[config.mk]
export PLATFORM = sky130hd
export DESIGN_NAME = mux_rr_arbiter_flat
export DESIGN_NICKNAME = d
export VERILOG_FILES = /design/src/rtl/mux_rr_arbiter_pkg.sv /design/src/rtl/mux_rr_arbiter_if.sv /design/src/rtl/mux_rr_arbiter_pick.sv /design/src/rtl/mux_rr_arbiter.sv /design/src/flat_wrapper.sv
export SDC_FILE = /design/constraint.sdc
export NUM_CORES = 1
export LEC_CHECK = 0
export BUFFER_PORTS_ARGS = -buffer_cell sky130_fd_sc_hd__buf_2
export CORE_AREA = 3 3 71 90
export CTS_CLUSTER_DIAMETER = 40
export DETAILED_ROUTE_END_ITERATION = 10
export DIE_AREA = 0 0 74 93
export GPL_TIMING_DRIVEN = 0
export PLACE_DENSITY = 0.61
export SYNTH_ARGS = -nofsm -noshare
export SYNTH_HDL_FRONTEND = slang
export SYNTH_SLANG_ARGS = --single-unit
[constraint.sdc]
create_clock -name clk -period 6.33 [get_ports clk]
set_input_delay 0.3165 -clock clk [delete_from_list [all_inputs] [get_ports clk]]
set_output_delay 0.3165 -clock clk [all_outputs]
set_load 0.1 [all_outputs]
[src/rtl/mux_rr_arbiter_pkg.sv]
// Shared constants and state encoding for the 8-way round-robin output arbiter.
package mux_rr_pkg;

    localparam int unsigned N_REQ  = 8;
    localparam int unsigned SEL_W  = 3;
    localparam int unsigned DW     = 4;
    localparam int unsigned BEAT_W = 4;

    typedef enum logic {
        IDLE  = 1'b0,
        GRANT = 1'b1
    } state_t;

endpackage

[src/rtl/mux_rr_arbiter_if.sv]
// Requester bundle plus shared valid/ready output channel of the arbiter.
interface mux_rr_arbiter_if;
    import mux_rr_pkg::*;

    logic [N_REQ-1:0]    req;
    logic [N_REQ*DW-1:0] data_in;
    logic                out_ready;
    logic                out_valid;
    logic [DW-1:0]       out_data;
    logic [SEL_W-1:0]    out_sel;
    logic [N_REQ-1:0]    gnt;
    logic [N_REQ-1:0]    req_ack;
    logic                busy;

    modport master (
        input  req, data_in, out_ready,
        output out_valid, out_data, out_sel, gnt, req_ack, busy
    );

    modport slave (
        output req, data_in, out_ready,
        input  out_valid, out_data, out_sel, gnt, req_ack, busy
    );

endinterface

[src/rtl/mux_rr_arbiter_pick.sv]
// Rotating priority encoder: first set request scanning from ptr upward, wrapping 7->0.
module rr_priority_pick
    import mux_rr_pkg::*;
(
    input  logic [N_REQ-1:0] req,
    input  logic [SEL_W-1:0] ptr,
    output logic             any,
    output logic [SEL_W-1:0] idx
);

    logic [SEL_W-1:0] j;

    always_comb begin
        any = 1'b0;
        idx = '0;
        j   = '0;
        for (int unsigned k = 0; k < N_REQ; k++) begin
            j = ptr + SEL_W'(k);
            if (!any && req[j]) begin
                any = 1'b1;
                idx = j;
            end
        end
    end

endmodule

[src/rtl/mux_rr_arbiter.sv]
// Round-robin arbiter sharing one 4-bit valid/ready channel among 8 requesters,
// with bursts of up to MAX_BURST beats and one idle bubble between grants.
module mux_rr_arbiter
    import mux_rr_pkg::*;
#(
    parameter int unsigned MAX_BURST = 4
) (
    input  logic              clk,
    input  logic              rst,
    mux_rr_arbiter_if.master  bus
);

    state_t             state, state_nx;
    logic [SEL_W-1:0]   ptr, ptr_nx;
    logic [SEL_W-1:0]   sel, sel_nx;
    logic [N_REQ-1:0]   gnt_q, gnt_nx;
    logic [BEAT_W-1:0]  beat, beat_nx;

    logic [DW-1:0]      lane [N_REQ];
    logic               pick_any;
    logic [SEL_W-1:0]   pick_idx;
    logic               sel_req, valid, xfer, rel;
    logic [N_REQ-1:0]   ack;

    rr_priority_pick u_pick (
        .req (bus.req),
        .ptr (ptr),
        .any (pick_any),
        .idx (pick_idx)
    );

    always_comb begin
        for (int unsigned i = 0; i < N_REQ; i++) begin
            lane[i] = bus.data_in[i*DW +: DW];
        end
    end

    // State register
    always_ff @(posedge clk) begin
        if (rst) begin
            state <= IDLE;
            ptr   <= '0;
            sel   <= '0;
            gnt_q <= '0;
            beat  <= '0;
        end else begin
            state <= state_nx;
            ptr   <= ptr_nx;
            sel   <= sel_nx;
            gnt_q <= gnt_nx;
            beat  <= beat_nx;
        end
    end

    // Handshake terms, shared by next-state and output logic
    always_comb begin
        sel_req = bus.req[sel];
        valid   = (state == GRANT) && sel_req;
        xfer    = valid && bus.out_ready;
        rel     = (state == GRANT) &&
                  (!sel_req || (xfer && (beat == BEAT_W'(MAX_BURST - 1))));
    end

    // Next-state logic
    always_comb begin
        state_nx = state;
        ptr_nx   = ptr;
        sel_nx   = sel;
        gnt_nx   = gnt_q;
        beat_nx  = beat;
        unique case (state)
            IDLE: begin
                if (pick_any) begin
                    state_nx = GRANT;
                    sel_nx   = pick_idx;
                    gnt_nx   = N_REQ'(1) << pick_idx;
                    beat_nx  = '0;
                end
            end
            GRANT: begin
                if (rel) begin
                    state_nx = IDLE;
                    ptr_nx   = sel + SEL_W'(1);
                    gnt_nx   = '0;
                    beat_nx  = '0;
                end else if (xfer) begin
                    beat_nx  = beat + BEAT_W'(1);
                end
            end
            default: state_nx = IDLE;
        endcase
    end

    // Output logic
    always_comb begin
        ack = '0;
        if (xfer) begin
            ack[sel] = 1'b1;
        end
        bus.out_valid = valid;
        bus.out_data  = valid ? lane[sel] : '0;
        bus.req_ack   = ack;
        bus.out_sel   = sel;
        bus.gnt       = gnt_q;
        bus.busy      = (state == GRANT);
    end

endmodule

[src/flat_wrapper.sv]
// flat-port wrapper written by rule: the top's interface ports become plain ports
module mux_rr_arbiter_flat import mux_rr_pkg::*;
#(
    parameter int unsigned MAX_BURST = 4
)
  (clk, rst, bus_req, bus_data_in, bus_out_ready, bus_out_valid, bus_out_data, bus_out_sel, bus_gnt, bus_req_ack, bus_busy);
  mux_rr_arbiter_if bus_i ();
  input  logic clk;
  input  logic rst;
  input wire logic [$bits(bus_i.req)-1:0] bus_req;
  input wire logic [$bits(bus_i.data_in)-1:0] bus_data_in;
  input wire logic [$bits(bus_i.out_ready)-1:0] bus_out_ready;
  output wire logic [$bits(bus_i.out_valid)-1:0] bus_out_valid;
  output wire logic [$bits(bus_i.out_data)-1:0] bus_out_data;
  output wire logic [$bits(bus_i.out_sel)-1:0] bus_out_sel;
  output wire logic [$bits(bus_i.gnt)-1:0] bus_gnt;
  output wire logic [$bits(bus_i.req_ack)-1:0] bus_req_ack;
  output wire logic [$bits(bus_i.busy)-1:0] bus_busy;
  assign bus_i.req = bus_req;
  assign bus_i.data_in = bus_data_in;
  assign bus_i.out_ready = bus_out_ready;
  assign bus_out_valid = bus_i.out_valid;
  assign bus_out_data = bus_i.out_data;
  assign bus_out_sel = bus_i.out_sel;
  assign bus_gnt = bus_i.gnt;
  assign bus_req_ack = bus_i.req_ack;
  assign bus_busy = bus_i.busy;
  mux_rr_arbiter #(.MAX_BURST(MAX_BURST)) u_core (.clk(clk), .rst(rst), .bus(bus_i));
endmodule
# Yosys cells after proc, flatten, opt, wreduce, memory -nomap -nowiden

Index checks and enable logic that the tools add are counted.

Output and inout bits: 25
Input bits: 43
Logic and storage cells: 108
Register bits after elaboration: 19

$add $sub $neg: 9
Shift-type cells: 1
Order comparisons: 11
Bitwise logic cells: 2
Eq/ne operators: 4
Mux-type cells: 51
Reductions and logical operators: 25

Operators with widths:

| operator                                              | count |
|---|---|
| < comparator 3 x 4 -> 1 bit, second input constant    | 9 |
| binary-select mux 1 bit (select 3 bit)                | 9 |
| 2-to-1 mux 3 bit                                      | 8 |
| 2-to-1 mux 4 bit                                      | 6 |
| 2-to-1 mux 8 bit                                      | 3 |
| 2-to-1 mux 1 bit                                      | 20 |
| one-hot mux 8 bit (2 select lines)                    | 1 |
| adder 3 bit, second input constant                    | 4 |
| binary-select mux 4 bit (select 3 bit)                | 1 |
| logical AND 1 bit                                     | 12 |
| logical NOT 1 bit                                     | 8 |
| one-hot mux 4 bit (2 select lines)                    | 1 |
| AND reduction 2 bit                                   | 4 |
| << shifter 1 x 3 -> 8 bit, first input constant       | 1 |
| adder 3 x 1 -> 3 bit, second input constant           | 2 |
| adder 3 x 2 -> 3 bit, second input constant           | 2 |
| adder 4 x 1 -> 4 bit, second input constant           | 1 |
| equality test 4 x 2 -> 1 bit, second input constant   | 1 |
| >= comparator 4 bit, second input constant            | 1 |
| inverter 3 -> 4 bit                                   | 1 |
| demux 1 bit (select 3 bit)                            | 1 |
| >= comparator 3 x 1 -> 1 bit, second input constant   | 1 |
| inequality test 3 bit, second input constant          | 1 |
| inequality test 2 x 1 -> 1 bit, second input constant | 1 |
| other kinds (4)                                       | 4 |

# Longest topological paths before layout

Gate-level depths: netlist of the first run.

Depth after elaboration: 27
Gate-level depth with buffers: 13
Depth with buffers taken out: 10

# Hierarchy

From an unflattened synthesis of the first run, not the netlist that was laid out.

Cell total of the unflattened synthesis: 271
Area, all modules: 2387.3 µm²

Modules (own cells, without submodules):

| module           | cells an instance | instances | area each (µm²) | seq. area each (µm²) |
|---|---|---|---|---|
| mux_rr_arbiter   | 150               | 1         | 1306.3          | 380.4 |
| rr_priority_pick | 121               | 1         | 1081.0          | 0.0 |

# Worst setup path before layout of the first run

OpenSTA, ideal clock, no wires.

Kind: register -> output
Start: register u_core.sel[0], in the netlist u_core.bus.out_sel[0]
End: output port bus_req_ack[0]
Data arrival time: 6255 ps
Path buffers: 2
Stages on the path, launching flop included: 8
Path slack: -242 ps
Required time: 6013 ps
Path through: dfxtp_1 > clkbuf_1 > mux4_2 > o221ai_1 > and2_1 > clkbuf_1 > nand2_1 > nor4_1

Word-level cells in the longest chain between the ends: 5
Elaborated cells on any way between the ends: 10
Those cells by class: 2 x order compare; 5 x mux; 3 x reduce/logical

Ends and longest elaborated chain:

| element                                | line                 | RTL |
|---|---|---|
| from (decl)                            | mux_rr_arbiter.sv:15 | `logic [SEL_W-1:0] sel, sel_nx;` |
| from (signal assigned)                 | mux_rr_arbiter.sv:49 | `sel <= sel_nx;` |
| binary-select mux 1 bit (select 3 bit) | mux_rr_arbiter.sv:57 | `sel_req = bus.req[sel];` |
| 2-to-1 mux 1 bit (not written as such) | mux_rr_arbiter.sv:57 |  |
| logical AND 1 bit                      | mux_rr_arbiter.sv:58 | `valid = (state == GRANT) && sel_req;` |
| named net bus_out_valid                | flat_wrapper.sv:13   | `output wire logic [$bits(bus_i.out_valid)-1:0] bus_out_valid;` |
| logical AND 1 bit                      | mux_rr_arbiter.sv:59 | `xfer = valid && bus.out_ready;` |
| 2-to-1 mux 8 bit                       | mux_rr_arbiter.sv:97 | `if (xfer) begin` |
| to (decl)                              | flat_wrapper.sv:17   | `output wire logic [$bits(bus_i.req_ack)-1:0] bus_req_ack;` |

The timed path passes the listed nets, and every way through them passes these cells. The select of a mux whose other input is x is not followed.

# Final worst setup path of the first run

Start: register u_core.ptr[1]
End: register u_core.gnt_q[2], in the netlist u_core.bus.gnt[2]

Word-level cells in the longest chain between the ends: 27
Elaborated cells on any way between the ends: 58
Those cells by class: 7 x add/sub; 1 x eq/ne; 1 x shift; 34 x mux; 15 x reduce/logical

Ends and longest elaborated chain:

| element                                                       | line                 | RTL |
|---|---|---|
| from (decl)                                                   | mux_rr_arbiter.sv:14 | `logic [SEL_W-1:0] ptr, ptr_nx;` |
| from (signal assigned)                                        | mux_rr_arbiter.sv:48 | `ptr <= ptr_nx;` |
| branches (longest 27 deep; another with adder 3 x 1 -> 3 bit) | -                    |  |
| to (signal assigned)                                          | mux_rr_arbiter.sv:50 | `gnt_q <= gnt_nx;` |
| to (decl)                                                     | mux_rr_arbiter.sv:16 | `logic [N_REQ-1:0] gnt_q, gnt_nx;` |

Several ways; the timed one is not identified. The select of a mux whose other input is x is not followed.
A chain may end at the register's enable or synchronous reset.

==> results.md, run 1 <==
* Run status: finished, final reports clean
* GPL Wtd Cong at 0.861
* P_leak at 1.13 nW
* Max stage delay on crit path at 0.39 ns
* Global-route wire length before repair at 10200 µm
* Chip Height at between 90 and 100 µm
* CP Cell Sequence: buf_2 -> buf_2 -> inv_1 -> ha_1 -> buf_4 -> mux2_2 -> a221oi_4 -> o211ai_2 -> nor3_2 -> a211oi_1 -> a22oi_2 -> inv_1 -> a32o_1
* CTS buffer count at 3
* Sequential cell area at 380 µm²
* Clock slew at reported path FFs at 0.07 ns
* Row count at 31
* Chip width at 74 µm
* Hold-fix buffers, CTS at 0
* Core area at 5700 µm²
* Final hold slack at 0.445 ns
* # fillers at between 500 and 600
* Final hold vios at 0
* Setup TNS at 0 ns
* GR Overflow Total at 0
* Critical path buffers and inverters at 5
* Syn Area/Cell at 9.40 µm²
* Top post-synthesis cells by area: mux4_2 (17%), dfxtp_1 (17%), mux2i_1 (9.1%)
* Share of layout cells above drive strength 1 at 0.393
* Port Buffers at between 60 and 70
* Max Fclk at 265 MHz
* DRC errors left at 0
* Crit path kind: reg2reg
* H-tree depth at 1
* Slew headroom at 0.621
* Worst slew pin tran at 0.568 ns
* Critical path's top delay family: compound AO/OA/AOI/OAI gates
* Vias in the first global route at between 2000 and 2500
* Syn-to-layout area delta at 21.1%
* Max Cap Viol at 0
* Synth area leader: mux4_2
* Synth warn at 0
* Yosys top cell area share at 0.173
* Critical path startpoint category: flop
* Post-CTS Setup Bufs at 0
* CTS tree: built
* Final setup viols at 0
* Syn nets at 282
* Worst Clk Skew at between 0.003 and 0.004 ns
* Post-DRT Antenna Nets at 0
* Required time of the critical path at roughly 6.5 ns
* Critical Path Fanout Max at 10
* Largest net degree at the start of global routing at 12
* Clock sink count at 19
* Initial antenna violation count at 0
* Period utilisation layout at 0.597
* Main synth FF type: dfxtp_1
* Dpl hpwl at 5030 µm
* Total GRT Usage at 0.183
* Initial Utilization at 0.387
* RSZ-0062 raised after global routing: no
* Pre-antenna DRT Iters at 4
* Post-CTS sizing at 0
* Power density over the cells at around 400 nW/µm²
* Worst hold path type: reg2reg
* Peak VDD IR at 183 µV
* Routed WL per cell at 16.8 µm
* Vias/cell at 5.81
* Via Count at 2157
* Die area at approximately 6900 µm²
* Asr flop ratio synth at 0
* Clock Latency Late Sink at around 0.25 ns
* Ports at 68
* CTS max path bufs at 2
* Max Transition Viols Final at 0
* Crit. End Element: flop
* Seq cells post-synth at 19
* Fin nets at 353
* First-iteration detailed-routing DRC count at 60
* Number of enable flip-flop cells after synthesis at 0
* Worst EP arrival at 3.93 ns
* Drt total wl at 6220 µm
* Post-synth cell types at 58
* Register area share after synthesis at 0.172
* Synthesized netlist cell count at 235
* Area of the multi-input gates at 1730 µm²
* Final min period at 3.78 ns
* Mapped cell area at approximately 2200 µm²
* Root buf cell: clkbuf_8
* # diodes at 0
* Slowest CP cell: mux2_2
==> where the power goes <==
part           switching [mW]  internal [mW]  total [mW]
Clock                  0.0388         0.0436      0.0824
Combinational           0.539          0.275       0.815
Sequential             0.0175          0.142       0.160
Total                   0.596          0.462        1.06
==> per-layer routing <==
metal | part of all wire | vias to the layer above | track usage | routed length [µm]
met4 | 0.019 | 0 | 0.0453 | 119
met2 | 0.53 | 70 | 0.339 | 3300
met1 | 0.41 | 1028 | 0.221 | 2550
li1 | - | 1053 | - | -
met3 | 0.042 | 6 | 0.0194 | 259
met5 | 0 | - | 0 | 0
==> synthesized netlist by cell type, types with 5 or more instances <==
| cell | count |
|---|---|
| mux2_2 | 6 |
| a21oi_1 | 8 |
| a32o_1 | 6 |
| nand2_1 | 16 |
| nor2_1 | 20 |
| mux4_2 | 17 |
| clkbuf_1 | 8 |
| nor2b_1 | 6 |
| nand2b_1 | 5 |
| buf_2 | 6 |
| xnor2_1 | 5 |
| dfxtp_1 | 19 |
| nor3_1 | 8 |
| mux2i_1 | 20 |
| inv_1 | 5 |
==> worst register-to-register path: cells and delay by family (launching register included) <==
family,cells,cell delay [ns]
buffers and inverters,5,1.02
DFF,1,0.34
and+or+nand+nor,1,0.28
AOI/OAI and AO/OA,5,1.26
adders and majority gates,1,0.38
muxes,1,0.39
==> cells by family (layout without fill, tap and decap cells) <==
logic type	Yosys count	count (layout)	synth area share
compound gates	56	56	0.219
buf+inv	23	93	0.0476
fa+ha+maj	4	4	0.0227
xor+xnor	9	9	0.0357
mux	45	45	0.313
simple gates	79	79	0.190
flops	19	19	0.172
==> layout make-up <==
cell class | count | share of cell area
clock inverters | 1 | 0.00187
repair buffers | 66 | 0.124
inverters | 6 | 0.00842
well taps | 66 | 0.0309
multi-input cells | 193 | 0.647
plain buffers | 17 | 0.0309
flip-flops and latches | 19 | 0.142
clock buffers | 3 | 0.0154
==> final timing paths <==
path | from | endpoint | slack (ns) | depth (start not counted)
max reg2reg | u_core.ptr[1] | u_core.bus.gnt[2] | 2.55 | 13
min | u_core.bus.gnt[5] | u_core.bus.gnt[5] | 0.45 | 2
min reg2reg | u_core.bus.gnt[5] | u_core.bus.gnt[5] | 0.45 | 2
max | u_core.ptr[1] | u_core.bus.gnt[2] | 2.55 | 13
==> layout by cell type (no fill, tap or decap), types with 8 or more instances in the layout <==
| cell type | Yosys | layout |
|---|---|---|
| nor2_1 | 20 | 20 |
| clkbuf_1 | 8 | 8 |
| mux2i_1 | 20 | 20 |
| nor3_1 | 8 | 8 |
| a21oi_1 | 8 | 8 |
| nand2_1 | 16 | 16 |
| mux4_2 | 17 | 17 |
| dfxtp_1 | 19 | 19 |
| buf_2 | 6 | 72 |
==> state kept, by name (all words and copies together), names as in the netlist <==
signal              count
u_core.beat             4
u_core.bus.busy         1
u_core.ptr              3
u_core.bus.gnt          8
u_core.bus.out_sel      3
==> through the flow <==
step / std cells / instance area [µm²] / power [mW] / utilization / setup WS (ns)
after global placement: 367 / 2630 / 0.972 / 0.461 / 2.58
after CTS: 371 / 2670 / 1.06 / 0.469 / 2.57
after global routing: 371 / 2670 / 1.12 / 0.469 / 2.33
after detailed placement: 367 / 2630 / 0.977 / 0.461 / 2.57
after floorplan: 235 / 2210 / 0.825 / - / 0.494
final: 371 / 2670 / 1.06 / 0.469 / 2.55
No activity file was read; power rests on OpenSTA's default activity.
==> run 2: changes to the inputs <==
==> constraint.sdc (replaced) <==
create_clock -name clk -period 3.5 [get_ports clk]
set_input_delay 0.175 -clock clk [delete_from_list [all_inputs] [get_ports clk]]
set_output_delay 0.175 -clock clk [all_outputs]
set_load 0.1 [all_outputs]
==> results.md, run 2 (same netlist as run 1, synthesis figures left out) <==
* Run status: finished, final reports clean
* DRC errors left at 0 (unchanged)
* Final hold vios at 0 (unchanged)
* Core area at 5700 µm² (unchanged)
* P_leak at 1.17 nW (+3.1%)
* Critical Path Fanout Max at 10 (unchanged)
* Port Buffers at 66 (unchanged)
* Routed WL per cell at 16.6 µm (-0.70%)
* P_sw at 1.12 mW (+88%)
* Dpl hpwl at 4960 µm (-1.2%)
* Share of layout cells above drive strength 1 at 0.456 (+0.0629)
* GPL Wtd Cong at 0.812 (-5.7%)
* Period utilisation layout at 0.962 (+0.365)
* Initial antenna violation count at 0 (unchanged)
* Ports at 68 (unchanged)
* Peak VDD IR at 312 µV (+70%)
* Clock slew at reported path FFs at 0.07 ns (about the same)
* Row count at 31 (unchanged)
* CTS buffer count at 3 (unchanged)
* Place WS at -0.239 ns (-2.81 ns)
* Clock Latency Late Sink at 0.26 ns (about the same)
* GR Overflow Total at 0 (unchanged)
* Total GRT Usage at 0.187 (+0.00322)
* Clock sink count at 19 (unchanged)
* Met2 WL at 3200 µm (-2.8%)
* Sw Share at 0.554 (-0.00910)
* Initial Utilization at 0.387 (unchanged)
* Vias in the first global route at 2151 (+0.66%)
* Met1 Wirelength at 2480 µm (-2.5%)
* Placed Area at 2700 µm² (+2.6%)
* Worst EP arrival at 3.52 ns (-0.41 ns)
* H-tree depth at 1 (unchanged)
* Syn-to-layout area delta at 28.0%
* Drt total wl at 6240 µm (+0.37%)
* Combinational fraction of design power at 0.779 (+0.008)
* Post-Layout Inst Area at 2830 µm² (+5.8%)
* Max FFs per register at 8 (unchanged)
* Vias/cell at 5.85 (+0.54%)
* Final min period at 3.37 ns (-0.411 ns)
* Die area at 6880 µm² (unchanged)
* Fin nets at 357 (+1.1%)
* Worst Clk Skew at 0.00646 ns (+0.00263 ns)
* Worst hold path type: in2reg
* Crit. End Element: flop
* Power density over the cells at 713 nW/µm² (+80%)
* Root buf cell: clkbuf_8
* Required time of the critical path at 3.66 ns (-2.82 ns)
* Max Cap Viol at 0 (unchanged)
* Commonest non-fill, non-tap cell in the layout: buf_2
* Commonest cells after routing, fill and taps aside: buf_2 (70), nor2_1 (20), mux2i_1 (19)
* Met3 wire len at 400 µm (+54%)
* Worst setup margin at 0.132 ns (-2.42 ns)
* Clock network fraction of total power at 0.076 (-0.002)
* Max Transition Viols Final at 0 (unchanged)
* Max Fclk at 297 MHz (+12%)
* CTS max path bufs at 2 (unchanged)
* Post-DRT Antenna Nets at 0 (unchanged)
* Chip Height at 93 µm (unchanged)
* Slew headroom at 0.507 (-0.114)
* Chip width at 74 µm (unchanged)
* Largest net degree at the start of global routing at 12 (unchanged)
* Final setup viols at 0 (unchanged)
* Critical path startpoint category: flop
* Worst slew pin tran at 0.739 ns (+0.172 ns)
* Top Layer Used: met4
* Via Count at 2192 (+1.6%)
* # diodes at 0 (unchanged)
* CTS tree: built
* Crit path kind: reg2reg
* First-iteration detailed-routing DRC count at 117 (+95%)
* Pre-antenna DRT Iters at 4 (unchanged)
* P_int at 0.898 mW (+95%)
* Global-route wire length before repair at 10300 µm (+0.82%)
* Flop pwr share at 0.145 (-0.006)
* Hold-fix buffers, CTS at 0 (unchanged)
==> run 2: final cells by class <==
class	instances	area [µm²]
buffer	17	103
clock buffer	3	41.3
clock inverter	1	5.00
fill	564	2870
inverter	6	30.0
multi-input combinational	193	1820
sequential	19	387
tap	66	82.6
timing repair buffer	70	360
==> run 2: timing repair <==
item,4_1_cts,5_1_grt
gates resized for setup,3,8
setup endpoints to repair,13,13
buffers inserted,2,2
pin swaps,2,7
==> run 2: per-stage QoR <==
step,instances,TNS (ns),hold WS [ns],util,power [mW]
after floorplan,235,-0.0151,0.423,-,1.52
after global placement,367,-1.87,0.440,0.473,1.79
after detailed placement,367,-1.73,0.440,0.473,1.79
after CTS,373,0,0.319,0.485,1.98
after global routing,375,-0.0269,0.356,0.496,2.14
final,375,0,0.330,0.496,2.02
==> run 2: path summary, 6_finish.rpt <==
kind                     start           endpoint  slack, ns  depth (start not counted)
max              u_core.ptr[1]  u_core.bus.gnt[0]       0.13                         12
min reg2reg  u_core.bus.gnt[5]  u_core.bus.gnt[5]       0.44                          2
max reg2reg      u_core.ptr[1]  u_core.bus.gnt[0]       0.13                         12
min                        rst     u_core.beat[1]       0.33                          2
==> run 2: power groups by stage <==
stage	Combinational (mW)	Sequential, mW	Clock [mW]
after floorplan	0.997	0.526	0
after global placement	1.49	0.298	0
after detailed placement	1.50	0.298	0
after CTS	1.53	0.293	0.157
after global routing	1.68	0.297	0.165
final	1.57	0.293	0.152
==> run 2: metal layers <==
metal	up-vias	GRT usage
met2	81	0.336
li1	1064	-
met1	1037	0.227
met3	10	0.0226
met4	0	0.0559
met5	-	0
==> run 2: worst max-delay path, stage by stage (launching register included) <==
cell and delay, ns:
dfxtp_1 0.35, clkbuf_4 0.20, buf_8 0.16, clkinvlp_4 0.12
ha_4 0.30, buf_6 0.16, mux2_2 0.38, a221oi_4 0.36
and4_4 0.31, o211ai_2 0.13, o311ai_2 0.33, nand2_2 0.16
a32o_1 0.27
